File: src/rtl/addsub_pkg.sv
// Shared types and constants for the sequential add/subtract unit.
// Holds the FSM state encoding, op encoding and the parameter-legality check.
package addsub_pkg;

  typedef enum logic [1:0] {
    IDLE = 2'd0,
    RUN  = 2'd1,
    DONE = 2'd2
  } state_e;

  localparam logic OP_ADD = 1'b0;
  localparam logic OP_SUB = 1'b1;

  // WIDTH must hold a sign bit plus magnitude, and split evenly into STEP-bit slices
  function automatic bit params_legal(input int width, input int step);
    return (width >= 2) && (step >= 1) && (step <= width) && ((width % step) == 0);
  endfunction

endpackage

File: src/rtl/seq_addsub_unit_if.sv
// Request/result handshake bundle for seq_addsub_unit.
// The master drives operands and out_ready; the slave (the unit) drives results.
interface seq_addsub_unit_if #(
  parameter int WIDTH = 8
);
  logic [WIDTH-1:0] A;
  logic [WIDTH-1:0] B;
  logic             Op;
  logic             in_valid;
  logic             in_ready;
  logic [WIDTH-1:0] S;
  logic             Cout;
  logic             V;
  logic             Z;
  logic             N;
  logic             out_valid;
  logic             out_ready;

  modport master (
    output A, B, Op, in_valid, out_ready,
    input  in_ready, S, Cout, V, Z, N, out_valid
  );

  modport slave (
    input  A, B, Op, in_valid, out_ready,
    output in_ready, S, Cout, V, Z, N, out_valid
  );
endinterface

File: src/rtl/addsub_slice.sv
// Combinational STEP-bit ripple of full adders; sub inverts b (carry-in supplies the +1).
// cmsb is the carry into the slice MSB, used for signed-overflow detection.
module addsub_slice
  import addsub_pkg::*;
#(
  parameter int STEP = 1
) (
  input  logic [STEP-1:0] a,
  input  logic [STEP-1:0] b,
  input  logic            cin,
  input  logic            sub,
  output logic [STEP-1:0] s,
  output logic            cout,
  output logic            cmsb
);

  logic [STEP-1:0] bx_s;
  logic [STEP:0]   c_s;

  assign bx_s = (sub == OP_ADD) ? b : ~b;

  // Ripple carry through the slice
  always_comb begin
    c_s    = '0;
    s      = '0;
    c_s[0] = cin;
    for (int i = 0; i < STEP; i++) begin
      s[i]     = a[i] ^ bx_s[i] ^ c_s[i];
      c_s[i+1] = (a[i] & bx_s[i]) | (c_s[i] & (a[i] ^ bx_s[i]));
    end
  end

  assign cout = c_s[STEP];
  assign cmsb = c_s[STEP-1];

endmodule

File: src/rtl/seq_addsub_unit.sv
// Sequential add/subtract: STEP bits per cycle, LSB first, K = WIDTH/STEP RUN cycles.
// Optional signed saturation on overflow when ADDSUB_SAT_EN is defined.
module seq_addsub_unit
  import addsub_pkg::*;
#(
  parameter int WIDTH = 8,
  parameter int STEP  = 1
) (
  input logic               clk,
  input logic               rst_n,
  seq_addsub_unit_if.slave  bus
);

  localparam int K  = WIDTH / STEP;
  localparam int CW = (K > 1) ? $clog2(K) : 1;

  if (!params_legal(WIDTH, STEP)) begin : g_param_err
    $error("seq_addsub_unit: illegal WIDTH/STEP combination");
  end

  state_e           state_q, state_d;
  logic [WIDTH-1:0] a_q, b_q, acc_q;
  logic             op_q, carry_q, a_sign_q;
  logic [CW-1:0]    cnt_q;
  logic [WIDTH-1:0] s_q;
  logic             cout_q, v_q, z_q, n_q;

  logic             accept_s, last_s;
  logic [STEP-1:0]  sl_s;
  logic             sl_cout_s, sl_cmsb_s, v_next_s;
  logic [WIDTH+STEP-1:0] cat_s;
  logic [WIDTH-1:0] acc_next_s, res_s;

  assign accept_s = bus.in_valid && (state_q == IDLE);
  assign last_s   = (state_q == RUN) && (cnt_q == '0);

  addsub_slice #(.STEP(STEP)) u_slice (
    .a    (a_q[STEP-1:0]),
    .b    (b_q[STEP-1:0]),
    .cin  (carry_q),
    .sub  (op_q),
    .s    (sl_s),
    .cout (sl_cout_s),
    .cmsb (sl_cmsb_s)
  );

  // New slice enters at the top; after K cycles the first slice sits at bit 0
  assign cat_s      = {sl_s, acc_q};
  assign acc_next_s = cat_s[WIDTH+STEP-1:STEP];
  assign v_next_s   = sl_cout_s ^ sl_cmsb_s;

`ifdef ADDSUB_SAT_EN
  assign res_s = !v_next_s ? acc_next_s :
                 (a_sign_q ? {1'b1, {(WIDTH-1){1'b0}}} : {1'b0, {(WIDTH-1){1'b1}}});
`else
  assign res_s = acc_next_s;
`endif

  // State register
  always_ff @(posedge clk or negedge rst_n) begin
    if (!rst_n) begin
      state_q <= IDLE;
    end else begin
      state_q <= state_d;
    end
  end

  // Next-state logic
  always_comb begin
    state_d = state_q;
    case (state_q)
      IDLE:    state_d = accept_s ? RUN : IDLE;
      RUN:     state_d = last_s ? DONE : RUN;
      DONE:    state_d = bus.out_ready ? IDLE : DONE;
      default: state_d = IDLE;
    endcase
  end

  // Handshake outputs decoded from the state register
  always_comb begin
    bus.in_ready  = 1'b0;
    bus.out_valid = 1'b0;
    case (state_q)
      IDLE:    bus.in_ready  = 1'b1;
      DONE:    bus.out_valid = 1'b1;
      default: begin
        bus.in_ready  = 1'b0;
        bus.out_valid = 1'b0;
      end
    endcase
  end

  // Operand shift registers, running carry and result/flag registers
  always_ff @(posedge clk or negedge rst_n) begin
    if (!rst_n) begin
      a_q      <= '0;
      b_q      <= '0;
      acc_q    <= '0;
      op_q     <= 1'b0;
      carry_q  <= 1'b0;
      a_sign_q <= 1'b0;
      cnt_q    <= '0;
      s_q      <= '0;
      cout_q   <= 1'b0;
      v_q      <= 1'b0;
      z_q      <= 1'b1;
      n_q      <= 1'b0;
    end else if (accept_s) begin
      a_q      <= bus.A;
      b_q      <= bus.B;
      acc_q    <= '0;
      op_q     <= bus.Op;
      carry_q  <= (bus.Op == OP_SUB);
      a_sign_q <= bus.A[WIDTH-1];
      cnt_q    <= CW'(K - 1);
    end else if (state_q == RUN) begin
      a_q     <= a_q >> STEP;
      b_q     <= b_q >> STEP;
      acc_q   <= acc_next_s;
      carry_q <= sl_cout_s;
      cnt_q   <= cnt_q - CW'(1);
      if (last_s) begin
        s_q    <= res_s;
        cout_q <= sl_cout_s;
        v_q    <= v_next_s;
        z_q    <= (res_s == '0);
        n_q    <= res_s[WIDTH-1];
      end
    end
  end

  assign bus.S    = s_q;
  assign bus.Cout = cout_q;
  assign bus.V    = v_q;
  assign bus.Z    = z_q;
  assign bus.N    = n_q;

endmodule

File: src/flat_wrapper.sv
// flat-port wrapper written by rule: the top's interface ports become plain ports
module seq_addsub_unit_flat import addsub_pkg::*;
#(
  parameter int WIDTH = 8,
  parameter int STEP  = 1
)
  (clk, rst_n, bus_A, bus_B, bus_Op, bus_in_valid, bus_out_ready, bus_in_ready, bus_S, bus_Cout, bus_V, bus_Z, bus_N, bus_out_valid);
  seq_addsub_unit_if #(.WIDTH(WIDTH)) bus_i ();
  input logic clk;
  input logic rst_n;
  input wire logic [$bits(bus_i.A)-1:0] bus_A;
  input wire logic [$bits(bus_i.B)-1:0] bus_B;
  input wire logic [$bits(bus_i.Op)-1:0] bus_Op;
  input wire logic [$bits(bus_i.in_valid)-1:0] bus_in_valid;
  input wire logic [$bits(bus_i.out_ready)-1:0] bus_out_ready;
  output wire logic [$bits(bus_i.in_ready)-1:0] bus_in_ready;
  output wire logic [$bits(bus_i.S)-1:0] bus_S;
  output wire logic [$bits(bus_i.Cout)-1:0] bus_Cout;
  output wire logic [$bits(bus_i.V)-1:0] bus_V;
  output wire logic [$bits(bus_i.Z)-1:0] bus_Z;
  output wire logic [$bits(bus_i.N)-1:0] bus_N;
  output wire logic [$bits(bus_i.out_valid)-1:0] bus_out_valid;
  assign bus_i.A = bus_A;
  assign bus_i.B = bus_B;
  assign bus_i.Op = bus_Op;
  assign bus_i.in_valid = bus_in_valid;
  assign bus_i.out_ready = bus_out_ready;
  assign bus_in_ready = bus_i.in_ready;
  assign bus_S = bus_i.S;
  assign bus_Cout = bus_i.Cout;
  assign bus_V = bus_i.V;
  assign bus_Z = bus_i.Z;
  assign bus_N = bus_i.N;
  assign bus_out_valid = bus_i.out_valid;
  seq_addsub_unit #(.WIDTH(WIDTH), .STEP(STEP)) u_core (.clk(clk), .rst_n(rst_n), .bus(bus_i));
endmodule
File: config.mk
export PLATFORM = sky130hd
export DESIGN_NAME = seq_addsub_unit_flat
export DESIGN_NICKNAME = d
export VERILOG_FILES = /design/src/rtl/addsub_pkg.sv /design/src/rtl/seq_addsub_unit_if.sv /design/src/rtl/addsub_slice.sv /design/src/rtl/seq_addsub_unit.sv /design/src/flat_wrapper.sv
export SDC_FILE = /design/constraint.sdc
export NUM_CORES = 1
export LEC_CHECK = 0
export ABC_AREA = 1
export CAP_MARGIN = 40
export CORE_MARGIN = 2
export CORE_UTILIZATION = 30
export DETAILED_ROUTE_END_ITERATION = 10
export PLACE_DENSITY = 0.47
export SETUP_SLACK_MARGIN = 0.1
export SLEW_MARGIN = 5
export SYNTH_ARGS = -nofsm -noshare
export SYNTH_HDL_FRONTEND = slang
export SYNTH_SLANG_ARGS = --single-unit
File: constraint.sdc
create_clock -name clk -period 1.6 [get_ports clk]
set_input_delay 0.32 -clock clk [delete_from_list [all_inputs] [get_ports clk]]
set_output_delay 0.32 -clock clk [all_outputs]
set_load 0.005 [all_outputs]
# Word level (Yosys, flattened, before mapping)
# Index checks and enable logic that the tools add are counted.
# totals
regBits	43
inputBits	21
wordCells	47
# op_classes
addsub	1
eq_ne	2
muxes	17
bitwise_logic	8
n_reduce_logical	7
# op_table
operator	n
$mux 8	6
$logic_not 8->1	1
$mux 1	6
$mux 3	2
$pmux 2 s3	1
$mux 2	2
$logic_not 3->1	1
$reduce_and 3->1	1
$sub 3x1->3 const B	1
$xor 1x1->1	3
$and 1x1->1	2
$eq 2x1->1 const B	1
$eq 2x2->1 const B	1
$logic_and 1x1->1	2
$logic_not 2->1	1
$not 1->1	2
$reduce_bool 2->1	1
$or 1x1->1	1

# Depth between registers and ports, before layout
# Gate-level depths: netlist (run 1).
# logic_depth
word_depth	7
ltp_mapped	8
mapped_depth_nobuf	7

# Modules after synthesis
# From an unflattened synthesis (run 1), not the netlist that was laid out.
# hier_totals
cells_unflattened	236
area_unflattened_um2	1908.1
# by_module_without_submodules
mod	n_inst	cells_per_inst	area_each_um2	seq_area_each_um2
seq_addsub_unit	1	225	1846.8	1027.2
addsub_slice	1	11	61.3	0.0

# Worst setup path before layout (run 1)
# No wires, ideal clock.
# synth_path
kind	reg2reg
start	register u_core.op_q
end	register u_core.carry_q
t_arrival_ns	1.261
required_time_ns	1.532
slack_ns	0.270
path_stages_with_launch	5
n_path_buf	0
period_less_slack_ns	1.330
path_cell_list	dfrtp_1 > xnor2_1 > fa_1 > or2_2 > nand3_1
# synth_between
elab_chain_len	6
# synth_lines
item	line_no	source
start: declaration	seq_addsub_unit.sv:23	logic op_q, carry_q, a_sign_q;
start signal: assignment	seq_addsub_unit.sv:112	op_q <= bus.Op;
$mux 1 *	addsub_slice.sv:20	assign bx_s = (sub == OP_ADD) ? b : ~b;
$xor 1x1->1	addsub_slice.sv:29	c_s[i+1] = (a[i] & bx_s[i]) | (c_s[i] & (a[i] ^ bx_s[i]));
$and 1x1->1	addsub_slice.sv:29	
$or 1x1->1 *	addsub_slice.sv:29	
$mux 1 *	seq_addsub_unit.sv:116	end else if (state_q == RUN) begin
$mux 1 *	seq_addsub_unit.sv:108	end else if (accept_s) begin
end signal: assignment	seq_addsub_unit.sv:113	carry_q <= (bus.Op == OP_SUB);
end signal: assignment	seq_addsub_unit.sv:120	carry_q <= sl_cout_s;
end: declaration	seq_addsub_unit.sv:23	
# Every way passes the cells marked *; elsewhere a longest branch is shown, timed or not. The select of a mux whose other input is x is not followed.
# A chain may end at the register's enable or synchronous reset.

# Worst setup path after layout (run 1)
# layout_path
start	register u_core.s_q[1] (netlist: u_core.bus.S[1])
end	output bus_S[1]
# layout_rtl
item	line_no	source
start: declaration	seq_addsub_unit.sv:25	logic [WIDTH-1:0] s_q;
start signal: assignment	seq_addsub_unit.sv:123	s_q <= res_s;
end: declaration	flat_wrapper.sv:17	output wire logic [$bits(bus_i.S)-1:0] bus_S;
# No word-level cell between the ends.

==> run metrics, run 1 <==
Post-Synthesis Cells 228; FF/Latch Area 1030 um2; RR Startpoint u_core.b_q[0]; vias per inst 4.35; Total Wirelength 4040 um; Hold Vio Cnt, Final 0; Fillers 636; Leakage approximately 1.4 nW; first-pass GRT wire length 6850 um; Worst Path Max Fanout 2; power density cells about 1800 nW/um2; critical path cell sequence clkdlybuf4s50_1; Port Buffers 34; hold path startpoint u_core.bus.Z; fin crit share 0.909; Core Region 5990 um2; Worst-Skew Late Latency 0.29 ns; maximum vdd drop about 0.00056 V; crit end category output pin; Final Slew Violations 0; average wire per standard cell 11.4 um; FF+latch count, synth 41; setup violators final 0; most common cell after layout, fill and taps aside nand2_1; diode count 0; Sequential Power Share 0.385; Post-Place Setup Slack 0.108 ns; Avg Cell Area, Syn 8.26 um2; Setup CP Type flop to output pin; Hold WS 0.467 ns; CTS Buf Count 5; Worst path top cell family by delay buffers and inverters; Setup Total Neg Slack 0 ns; post-synthesis sequential area ratio 0.546; Area after DPL 2350 um2; status finished, final reports clean; warnings from Yosys 0; H-tree levels 2; CTS root buf clkbuf_8; syn_nets around 250; row count 28; die width 83.2 um; most frequent cells in the layout 107 x nand2_1, 40 x dfrtp_1, 22 x clkdlybuf4s50_1, 18 x buf_4, 16 x inv_1; initial antenna violation count 0; Crit Reg-Reg Endpoint u_core.bus.Z; I/O pins 35; layout cell share with drive strength beyond 1 0.125; post-synth cell types 21; grt ovf 0; starting density of the core 0.314; Worst-Margin Slew between 0.2 and 0.3 ns; CTS tree yes; hold depth 2; Routability Congestion ~0.75; final instance area 2540 um2; setup ws final 0.146 ns; Multi-input gate area 756 um2; # clock sinks 41; CP max stage cell clkdlybuf4s50_1; clock tree buffer depth 2; non-filler cells, final 356; r2r setup slk between 0.15 and 0.2 ns; max cap viols 0; die area just under 7000 um2; Req. time, crit path 1.28 ns; Slew HR 0.809; Final Power 4.46 mW; Switching Share 0.385; GRT Util Overall 0.121; RSZ-0062 raised after global routing true; # nets final 304; Clock Skew 0.00889 ns; Logic pwr share 0.467; sw power between 1.5 and 2 mW; height of the chip 83.2 um; Hold Path Class flop to flop; vias 1550; Starting DRT DRC Count 74; clock share of power 0.148; P&R area growth vs syn 34.9%; crit path launch type flop; R2R depth 6; vias in the first global route 1501; Post-Syn Area 1880 um2; DRC 0; Layout Utilization 0.424; Power Internal 2.74 mW; max incr delay on CP 0.50 ns; Detailed Routing Iterations Pass 1 4; largest net degree at the start of global routing 42; Worst-path clk slew 0.08 ns; hpwl dp 2810 um; placed insts between 300 and 400; worst path arrival time 1.13 ns; Final Critical Period 1.45 ns; Routed Antenna Nets 0; Max Freq between 600 and 700 MHz; worst path bufs/invs 1; Hold EP u_core.bus.Z
==> power by group through the flow <==
stage                     Sequential [mW]  Combinational (mW)  Clock [mW]
after global routing                 1.77                2.41       0.741
after global placement               1.75                1.98           0
after floorplan                      1.73                1.25           0
after CTS                            1.72                2.06       0.698
final                                1.72                2.08       0.661
after detailed placement             1.76                1.99           0
==> state kept, by name, summed over array words and instances, names as in the netlist, 2 cells and up <==
signal	flops
u_core.acc_q	7
u_core.a_q	8
u_core.bus.S	8
u_core.cnt_q	3
u_core.state_q	2
u_core.b_q	8
==> synth_stat cells <==
library cell | instances | area share
nand2_1 | 107 | 0.21
dfrtp_1 | 40 | 0.53
o21ai_0 | 17 | 0.045
inv_1 | 16 | 0.032
nand3b_1 | 12 | 0.048
buf_2 | 7 | 0.019
nand3_1 | 7 | 0.019
nor2_1 | 6 | 0.012
clkbuf_1 | 2 | 0.0040
ha_1 | 2 | 0.013
o21ai_1 | 2 | 0.0053
buf_4 | 1 | 0.0040
dfstp_2 | 1 | 0.014
fa_1 | 1 | 0.011
nand2_2 | 1 | 0.0033
nor2_4 | 1 | 0.0060
o211ai_1 | 1 | 0.0040
o31ai_1 | 1 | 0.0040
or2_2 | 1 | 0.0033
xnor2_1 | 1 | 0.0047
xor2_1 | 1 | 0.0047
==> repair_timing <==
action                                  CTS  global route
endpoints found under the hold margin    40             0
pin swaps                                 1             0
gates resized for setup                   5            14
hold buffers                              1             0
buffers inserted                          5             5
endpoints found under the setup margin    5            22
==> metal layers <==
metal / vias up / track usage / wire (um)
met3: 3 / 0.0348 / 181
met4: 0 / 0.0313 / 33
met2: 35 / 0.200 / 1820
met5: - / 0 / 0
li1: 810 / - / -
met1: 702 / 0.156 / 2010
==> logic make-up after synthesis <==
family,count (synthesis),synth area share
buffers and inverters,26,0.0585
and+or+nand+nor,135,0.304
xor gates and xnor gates,2,0.00930
AOI/OAI and AO/OA,21,0.0585
DFF,41,0.546
adders and majority gates,3,0.0239
==> final cells by class <==
class / count / area share
flip-flops and latches: 41 / 0.404
clock inverters: 2 / 0.00394
clock buffers: 6 / 0.0286
repair buffers: 55 / 0.205
multi-input cells: 161 / 0.298
well taps: 75 / 0.0369
inverters: 16 / 0.0236
==> worst max path at each step <==
stage / slack [ns] / cells after the start / startpoint / to
2_1_floorplan: 0.27 / 4 / u_core.op_q / u_core.carry_q
3_3_place_gp: 0.11 / 5 / bus_in_valid / u_core.a_q[3]
3_5_place_dp: 0.11 / 5 / bus_in_valid / u_core.acc_q[1]
4_1_cts: 0.07 / 3 / u_core.state_q[1] / bus_in_ready
5_1_grt: 0.04 / 6 / u_core.op_q / u_core.bus.Z
6_report: 0.15 / 1 / u_core.bus.S[1] / bus_S[1]
No activity file was read; power rests on OpenSTA's default activity.
==> inputs of run 2 (changes only) <==
- ABC_CLOCK_PERIOD_IN_PS: default -> 1600
==> results of run 2 <==
The final DEF is identical to that of run 1; final timing and power are the same.
==> inputs of run 3 (changes only) <==
- CAP_MARGIN: 40 -> default
- CORE_ASPECT_RATIO: default -> 1.75
- PLACE_DENSITY: 0.47 -> 0.48
==> run 3 against run 2 <==
  * Sequential power about the same
  * Sequential share of layout area down 1.4 points
  * Critical path depth unchanged
  * Worst hold slack worse by 0.0019 ns
  * Total power up 7.7%
  * Cell area up 3.5%
  * Routed wire length up 6.7%
  * Via count up 3.4%
  * Combinational power up 6%
  * Critical endpoint is now bus_Cout
==> run metrics, run 3 (synthesis results as in run 1) <==
most common cell after layout, fill and taps aside nand2_1 (unchanged); max cap viols 0 (unchanged); Core Region 6130 um2 (was 5990 um2); Max Freq 686 MHz (was 688 MHz); vias per inst 4.36 (was 4.35); # clock sinks 41 (unchanged); Routability Congestion 0.745 (was 0.749); Starting DRT DRC Count 41 (was 74); worst path arrival time 1.14 ns (was 1.13 ns); CTS root buf clkbuf_8 (unchanged); Setup Total Neg Slack 0 ns (unchanged); power density cells 1820 nW/um2 (was 1750 nW/um2); largest net degree at the start of global routing 42 (unchanged); maximum vdd drop 0.000669 V (was 0.000563 V); RSZ-0062 raised after global routing true (unchanged); clock tree buffer depth 2 (unchanged); row count 38 (was 28); P&R area growth vs syn 39.7% (was 34.9%); Leakage 1.44 nW (was 1.38 nW); crit path launch type flop (unchanged); CP max stage cell clkdlybuf4s50_1 (unchanged); Worst-path clk slew 0.08 ns (about the same); layout cell share with drive strength beyond 1 0.149 (was 0.125); grt ovf 0 (unchanged); Clock Skew 0.00585 ns (was 0.00889 ns); Layout Utilization 0.429 (was 0.424); Slew HR 0.822 (was 0.809); most frequent cells in the layout 107 x nand2_1, 40 x dfrtp_1, 26 x buf_4, 22 x clkdlybuf4s50_1, 17 x o21ai_0 (was 107 x nand2_1, 40 x dfrtp_1, 22 x clkdlybuf4s50_1, 18 x buf_4, 16 x inv_1); Worst path top cell family by delay buffers and inverters (unchanged); Port Buffers 34 (unchanged); CTS tree yes (unchanged); Area after DPL 2360 um2 (was 2350 um2); r2r setup slk 0.14 ns (was 0.18 ns); initial antenna violation count 0 (unchanged); Worst-Skew Late Latency 0.30 ns (was 0.29 ns); fin crit share 0.910 (was 0.909); Final Power 4.80 mW (was 4.46 mW); vias in the first global route 1492 (was 1501); height of the chip 109 um (was 83.2 um); worst path bufs/invs 1 (unchanged); status finished, final reports clean (unchanged); die width 63.9 um (was 83.2 um); max incr delay on CP 0.50 ns (about the same); Worst Path Max Fanout 2 (unchanged); Final Critical Period 1.46 ns (was 1.45 ns); I/O pins 35 (unchanged); DRC 0 (unchanged); Routed Antenna Nets 0 (unchanged); # nets final 311 (was 304); critical path cell sequence clkdlybuf4s50_1 (unchanged); Req. time, crit path 1.28 ns (about the same); Total Wirelength 4310 um (was 4040 um); CTS Buf Count 5 (unchanged); crit end category output pin (unchanged); diode count 0 (unchanged); vias 1603 (was 1550); setup violators final 0 (unchanged); Worst-Margin Slew 0.265 ns (was 0.286 ns); starting density of the core 0.307 (was 0.314); H-tree levels 2 (unchanged); GRT Util Overall 0.129 (was 0.121); die area 6950 um2 (was 6930 um2); Final Slew Violations 0 (unchanged); first-pass GRT wire length 6860 um (was 6850 um); Hold Path Class flop to flop (unchanged); final instance area 2630 um2 (was 2540 um2); Setup CP Type flop to output pin (unchanged); Detailed Routing Iterations Pass 1 4 (unchanged); Hold Vio Cnt, Final 0 (unchanged); hpwl dp 2870 um (was 2810 um); average wire per standard cell 11.7 um (was 11.4 um)
-- run 3: power breakdown --
part	internal, mW	total [mW]	switching, mW
Clock	0.509	0.881	0.372
Sequential	1.49	1.72	0.227
Combinational	1.04	2.20	1.16
-- run 3: path summary, 6_finish.rpt --
| kind | from | endpoint | cells past startpoint |
|---|---|---|---|
| worst max-delay path | u_core.bus.Cout | bus_Cout | 1 |
| worst min-delay path | u_core.bus.Z | u_core.bus.Z | 2 |
| worst max register to register | u_core.b_q[0] | u_core.bus.Z | 6 |
| worst min register to register | u_core.bus.Z | u_core.bus.Z | 2 |
| max in group asynchronous | rst_n | u_core.bus.Z | 3 |
| min in group asynchronous | rst_n | u_core.bus.S[3] | 3 |
-- run 3: stage by stage --
step,worst slack [ns],instances,hold slack [ns]
2_1_floorplan,0.270,228,0.0244
3_3_place_gp,0.134,343,0.315
3_5_place_dp,0.120,343,0.313
4_1_cts,0.0612,356,0.470
5_1_grt,0.0356,368,0.484
6_report,0.143,368,0.465
-- run 3: per-layer routing --
layer	share of wire	GRT usage	vias up
met5	0	0	-
met4	0.029	0.0745	0
met3	0.038	0.0248	8
met2	0.50	0.225	41
met1	0.44	0.145	734
li1	-	-	820
-- run 3: final cells by class --
cell class	count	area (um2)
Clock buffer	7	86.3
Tap cell	80	100
Fill cell	612	3500
Clock inverter	1	30.0
Inverter	16	62.6
Sequential cell	41	1030
Timing Repair Buffer	62	573
Multi-Input combinational cell	161	751
-- run 3: timing repair --
action	CTS	global route
gates resized for setup	6	11
endpoints found under the hold margin	36	0
buffers inserted	4	12
endpoints found under the setup margin	3	27
hold buffers	1	0
pin swaps	2	1
